**src/rtl/spi_pkg.sv**
```systemverilog
// spi_pkg: state encodings and SPI mode constants shared by the spi_master slice.
package spi_pkg;
    typedef logic [2:0] state_t;
    localparam state_t IDLE     = 3'd0;
    localparam state_t SHIFT_LO = 3'd1;
    localparam state_t SHIFT_HI = 3'd2;
    localparam state_t HOLD     = 3'd3;
    localparam state_t DONE     = 3'd4;
    localparam logic CPOL = 1'b0;
    localparam logic CPHA = 1'b0;
endpackage

```
**src/rtl/spi_master_if.sv**
```systemverilog
// spi_master_if: parallel request/response signals plus the SPI pins of one initiator.
interface spi_master_if #(parameter int DATA_W = 8);
    logic              start;
    logic [DATA_W-1:0] tx_data;
    logic              busy;
    logic              done;
    logic [DATA_W-1:0] rx_data;
    logic              sclk;
    logic              cs_n;
    logic              mosi;
    logic              miso;
    modport master (input start, tx_data, miso, output busy, done, rx_data, sclk, cs_n, mosi);
    modport slave (output start, tx_data, miso, input busy, done, rx_data, sclk, cs_n, mosi);
endinterface

```
**src/rtl/spi_clk_div.sv**
```systemverilog
// spi_clk_div: one-cycle tick every CLK_DIV enabled cycles; restart or disable reloads to 0.
module spi_clk_div #(
    parameter int CLK_DIV = 2
) (
    input  logic clk,
    input  logic rst_n,
    input  logic enable,
    input  logic restart,
    output logic tick
);
    localparam int W = $clog2(CLK_DIV) + 1;
    localparam logic [W-1:0] TOP = W'(CLK_DIV - 1);
    logic [W-1:0] cnt;
    assign tick = enable && !restart && cnt == TOP;
    always_ff @(posedge clk or negedge rst_n) begin
        if (!rst_n) cnt <= '0;
        else if (restart || !enable || tick) cnt <= '0;
        else cnt <= cnt + 1'b1;
    end
endmodule

```
**src/rtl/spi_master.sv**
```systemverilog
// spi_master: SPI mode-0 initiator; shifts DATA_W bits MSB first and returns the received word.
// All pin outputs are registered from the next-state decode, so none depend combinationally on inputs.
module spi_master import spi_pkg::*; #(
    parameter int DATA_W  = 8,
    parameter int CLK_DIV = 2
) (
    input logic          clk,
    input logic          rst_n,
    spi_master_if.master bus
);
    localparam int BW = $clog2(DATA_W) + 1;
    localparam logic [BW-1:0] LAST = BW'(DATA_W - 1);
    state_t            state, state_nxt;
    logic              tick, last, accept, shift, sample, active;
    logic [BW-1:0]     bit_cnt, bit_nxt;
    logic [DATA_W-1:0] tx_sr, tx_nxt, rx_sr, rx_nxt, rx_data_nxt;
    logic              sclk_nxt, cs_nxt, mosi_nxt, busy_nxt, done_nxt;
    assign active = state inside {SHIFT_LO, SHIFT_HI, HOLD};
    assign last   = bit_cnt == LAST;
    assign accept = state == IDLE && bus.start;
    assign shift  = state == SHIFT_HI && tick && !last;
    assign sample = tick && state == (CPHA ? SHIFT_HI : SHIFT_LO);
    spi_clk_div #(.CLK_DIV(CLK_DIV)) u_div (
        .clk(clk),
        .rst_n(rst_n),
        .enable(active),
        .restart(state == IDLE),
        .tick(tick)
    );
    always_ff @(posedge clk or negedge rst_n) begin
        if (!rst_n) state <= IDLE;
        else state <= state_nxt;
    end
    always_comb begin
        state_nxt = state;
        case (state)
            IDLE:     state_nxt = bus.start ? SHIFT_LO : IDLE;
            SHIFT_LO: state_nxt = tick ? SHIFT_HI : SHIFT_LO;
            SHIFT_HI: state_nxt = tick ? (last ? HOLD : SHIFT_LO) : SHIFT_HI;
            HOLD:     state_nxt = tick ? DONE : HOLD;
            DONE:     state_nxt = IDLE;
            default:  state_nxt = IDLE;
        endcase
    end
    // Outputs are decoded from the upcoming state so they change on the same edge as the state.
    always_comb begin
        tx_nxt      = accept ? bus.tx_data : shift ? tx_sr << 1 : tx_sr;
        rx_nxt      = accept ? '0 : sample ? {rx_sr[DATA_W-2:0], bus.miso} : rx_sr;
        bit_nxt     = accept ? '0 : shift ? bit_cnt + 1'b1 : bit_cnt;
        sclk_nxt    = state_nxt == SHIFT_HI ? ~CPOL : CPOL;
        cs_nxt      = !(state_nxt inside {SHIFT_LO, SHIFT_HI, HOLD});
        mosi_nxt    = state_nxt == IDLE ? 1'b0 : tx_nxt[DATA_W-1];
        busy_nxt    = state_nxt != IDLE;
        done_nxt    = state_nxt == DONE;
        rx_data_nxt = state_nxt == DONE ? rx_sr : bus.rx_data;
    end
    always_ff @(posedge clk or negedge rst_n) begin
        if (!rst_n) begin
            tx_sr       <= '0;
            rx_sr       <= '0;
            bit_cnt     <= '0;
            bus.sclk    <= CPOL;
            bus.cs_n    <= 1'b1;
            bus.mosi    <= 1'b0;
            bus.busy    <= 1'b0;
            bus.done    <= 1'b0;
            bus.rx_data <= '0;
        end else begin
            tx_sr       <= tx_nxt;
            rx_sr       <= rx_nxt;
            bit_cnt     <= bit_nxt;
            bus.sclk    <= sclk_nxt;
            bus.cs_n    <= cs_nxt;
            bus.mosi    <= mosi_nxt;
            bus.busy    <= busy_nxt;
            bus.done    <= done_nxt;
            bus.rx_data <= rx_data_nxt;
        end
    end
endmodule

```
**src/flat_wrapper.sv**
```systemverilog
// flat-port wrapper written by rule: the top's interface ports become plain ports
module spi_master_flat import spi_pkg::*;
#(
    parameter int DATA_W  = 8,
    parameter int CLK_DIV = 2
)
  (clk, rst_n, bus_start, bus_tx_data, bus_miso, bus_busy, bus_done, bus_rx_data, bus_sclk, bus_cs_n, bus_mosi);
  spi_master_if #(.DATA_W(DATA_W)) bus_i ();
  input logic clk;
  input logic rst_n;
  input wire logic [$bits(bus_i.start)-1:0] bus_start;
  input wire logic [$bits(bus_i.tx_data)-1:0] bus_tx_data;
  input wire logic [$bits(bus_i.miso)-1:0] bus_miso;
  output wire logic [$bits(bus_i.busy)-1:0] bus_busy;
  output wire logic [$bits(bus_i.done)-1:0] bus_done;
  output wire logic [$bits(bus_i.rx_data)-1:0] bus_rx_data;
  output wire logic [$bits(bus_i.sclk)-1:0] bus_sclk;
  output wire logic [$bits(bus_i.cs_n)-1:0] bus_cs_n;
  output wire logic [$bits(bus_i.mosi)-1:0] bus_mosi;
  assign bus_i.start = bus_start;
  assign bus_i.tx_data = bus_tx_data;
  assign bus_i.miso = bus_miso;
  assign bus_busy = bus_i.busy;
  assign bus_done = bus_i.done;
  assign bus_rx_data = bus_i.rx_data;
  assign bus_sclk = bus_i.sclk;
  assign bus_cs_n = bus_i.cs_n;
  assign bus_mosi = bus_i.mosi;
  spi_master #(.DATA_W(DATA_W), .CLK_DIV(CLK_DIV)) u_core (.clk(clk), .rst_n(rst_n), .bus(bus_i));
endmodule
```
**config.mk**
```make
export PLATFORM = sky130hd
export DESIGN_NAME = spi_master_flat
export DESIGN_NICKNAME = d
export VERILOG_FILES = /design/src/rtl/spi_pkg.sv /design/src/rtl/spi_master_if.sv /design/src/rtl/spi_clk_div.sv /design/src/rtl/spi_master.sv /design/src/flat_wrapper.sv
export SDC_FILE = /design/constraint.sdc
export NUM_CORES = 1
export LEC_CHECK = 0
export ABC_AREA = 1
export BUFFER_PORTS_ARGS = -buffer_cell sky130_fd_sc_hd__buf_4
export CAP_MARGIN = 30
export CORE_ASPECT_RATIO = 1.1
export CORE_MARGIN = 2
export CORE_UTILIZATION = 54
export CTS_CLUSTER_DIAMETER = 120
export CTS_CLUSTER_SIZE = 16
export DETAILED_ROUTE_END_ITERATION = 10
export GPL_ROUTABILITY_DRIVEN = 0
export PLACE_DENSITY_LB_ADDON = 0.08
export SETUP_SLACK_MARGIN = 0.4
export SLEW_MARGIN = 10
export SYNTH_ARGS = -nofsm -noshare
export SYNTH_HDL_FRONTEND = slang
export SYNTH_SLANG_ARGS = --single-unit
```
**constraint.sdc**
```tcl
create_clock -name clk -period 3.6 [get_ports clk]
set_input_delay 0.36 -clock clk [delete_from_list [all_inputs] [get_ports clk]]
set_output_delay 0.36 -clock clk [all_outputs]
set_load 0.1 [all_outputs]
```
==> metrics.txt <==
type of the most critical hold path in -> reg; FFs w/ async S/R, synth 1.00; Post-DP HPWL 1920 um; largest net degree at the start of global routing 39; ant diodes 0; delay-heaviest family, CP simple AND/OR/NAND/NOR gates; Bufs on Longest Clock Path 2; most instantiated library cell after synthesis dfrtp_1; Tcrit/Tclk final 0.434; CTS Buf Count 5; DRC Markers 0; CP bufs+invs 2; flop-to-flop setup slack 2040 ps; vias in the first global route 1123; total wire length 2730 um; synth top area cells dfrtp_1, nand2_1, inv_1; Setup TNS 0 ps; worst-skew pair later-pin latency 340 ps; CP required 3840 ps; via count 1141; post-synth top area cell dfrtp_1; Mapped Avg Cell Area 9.84 sq um; Syn. warnings 0; Final ANT Viol Nets 0; sequential area share after synthesis 0.594; RSZ-0062 raised after global routing false; Mapped Nets 177; Post-synth EDFFs 0; delay of the slowest cell on the worst path 390 ps; FP Rows 20; Max Freq 640 MHz; layout cells sized above 1 0.249; DR iter-0 viols 27; status complete, no violations; synth-to-layout area growth 17.4%; Min Clock Period, post-route 1560 ps; total gr overflow 0; clk_skew 8.69 ps; CP Cell Sequence ha_1 > inv_2 > nor2_2 > nand2_4 > nand2_2 > nor2_2 > nand2_2 > nor2_2 > inv_1; die area 3420 sq um; num ports 25; Synth Flop Type dfrtp_1; Post-Syn Area 1600 sq um; Post-CTS Setup Bufs 0; Post-Synthesis Cells 163; CP Launch Type flip-flop; Num Clock Sinks 38; Worst-Margin Slew 469 ps; CP max-delay cell dfrtp_1; routed len/inst 12.1 um; Tot GR Track Use 0.188; Initial Util 0.572; synth cell count leaders dfrtp_1, nand2_1, inv_1; Gates resized, CTS repair 0; Final Hold Viols 0; Yosys top cell area share 0.577; WS Path Type reg -> reg; Cell variety after synth 26; H-tree level count 2; final setup violation count 0; final max-slew violation count 0; Nets 206; Filler cells 235; max_cap viols 0; TritonCTS clock tree yes; CORE AREA 2800 sq um; Die X 56.0 um; # port buffers 24; Max-slew headroom 0.687; CTS clk-pin slew, worst paths 110 ps; Die Y 61.2 um; Seq cells post-synth 38; initial antenna violation count 0; DRT Pass-1 Iters 4; Max FO, Critical Path 9; crit-path most repeated cell nor2_2; first-pass GRT wire length 4830 um; Worst EP arrival 1800 ps; clk root buf clkbuf_4; endpoint class of the critical path flip-flop; vias per inst 5.05
==> kinds of logic (layout without fill, tap and decap cells) <==
logic type,count (synthesis),after routing,share of synthesized area
DFF,38,38,0.594
adders and majority gates,2,2,0.0156
buffers and inverters,28,58,0.0772
xor gates and xnor gates,3,3,0.0164
and+or+nand+nor,67,67,0.200
AOI/OAI and AO/OA,25,25,0.0975
==> sequential cells by signal (all words and copies together) (netlist names) <==
register / cells
u_core.bus.busy: 1
u_core.bus.cs_n: 1
u_core.tx_sr: 8
u_core.bus.mosi: 1
u_core.bit_cnt: 4
u_core.rx_sr: 8
u_core.bus.sclk: 1
u_core.bus.done: 1
u_core.state: 3
u_core.bus.rx_data: 8
u_core.u_div.cnt: 2
==> tightest hold or removal path, stage by stage <==
cell and delay (ps):
buf_4 80, nand2_1 40, nand2_1 50
==> routing by layer <==
metal / vias to the layer above / global-route usage / wire (um)
met5: - / 0 / 0
met4: 0 / 0.0816 / 46
met3: 7 / 0.0693 / 120
met2: 17 / 0.304 / 1320
met1: 532 / 0.230 / 1240
li1: 585 / - / -
==> cell type report <==
type / instances / area (sq um) / share of cell area
repair buffers: 25 / 190 / 0.101
clock inverters: 3 / 40.0 / 0.0213
flip-flops and latches: 38 / 952 / 0.506
inverters: 25 / 93.8 / 0.0498
clock buffers: 5 / 37.5 / 0.0199
multi-input cells: 97 / 528 / 0.280
well taps: 33 / 41.3 / 0.0219
==> stage by stage <==
stage	std cells	instance area [sq um]	utilization	hold slack, ps	setup WS, ps
6_report	226	1880	0.672	217	2040
5_1_grt	226	1880	0.672	210	1900
4_1_cts	226	1880	0.672	200	2010
3_5_place_dp	217	1800	0.641	354	2020
3_3_place_gp	217	1800	0.641	346	2040
2_1_floorplan	163	1600	-	64.4	2180
==> path summary, 6_finish.rpt <==
path	from	endpoint	cells after the start
worst max-delay path	u_core.u_div.cnt[0]	u_core.bus.busy	9
worst min-delay path	bus_tx_data[0]	u_core.tx_sr[0]	3
worst max register to register	u_core.u_div.cnt[0]	u_core.bus.busy	9
worst min register to register	u_core.u_div.cnt[0]	u_core.u_div.cnt[0]	1
max in group asynchronous	rst_n	u_core.bus.cs_n	2
min in group asynchronous	rst_n	u_core.bus.mosi	2
==> cell usage in the layout, fill, tap and decap left out, drive strengths merged, types with 2 or more instances in the layout <==
cell	instances
clkinv	3
nand2	35
ha	2
xor2	2
nand4	2
inv	24
buf	24
o211ai	6
o22ai	7
o21ai	10
nand3	14
clkbuf	5
nor2	14
dfrtp	37
==> timing repair <==
action	4_1_cts	5_1_grt
setup endpoints to repair	0	0
hold buffers	1	0
endpoints found under the hold margin	37	0
Power is not shown: default switching activity piles up to over one toggle a cycle in this logic, so the estimate is an artifact.
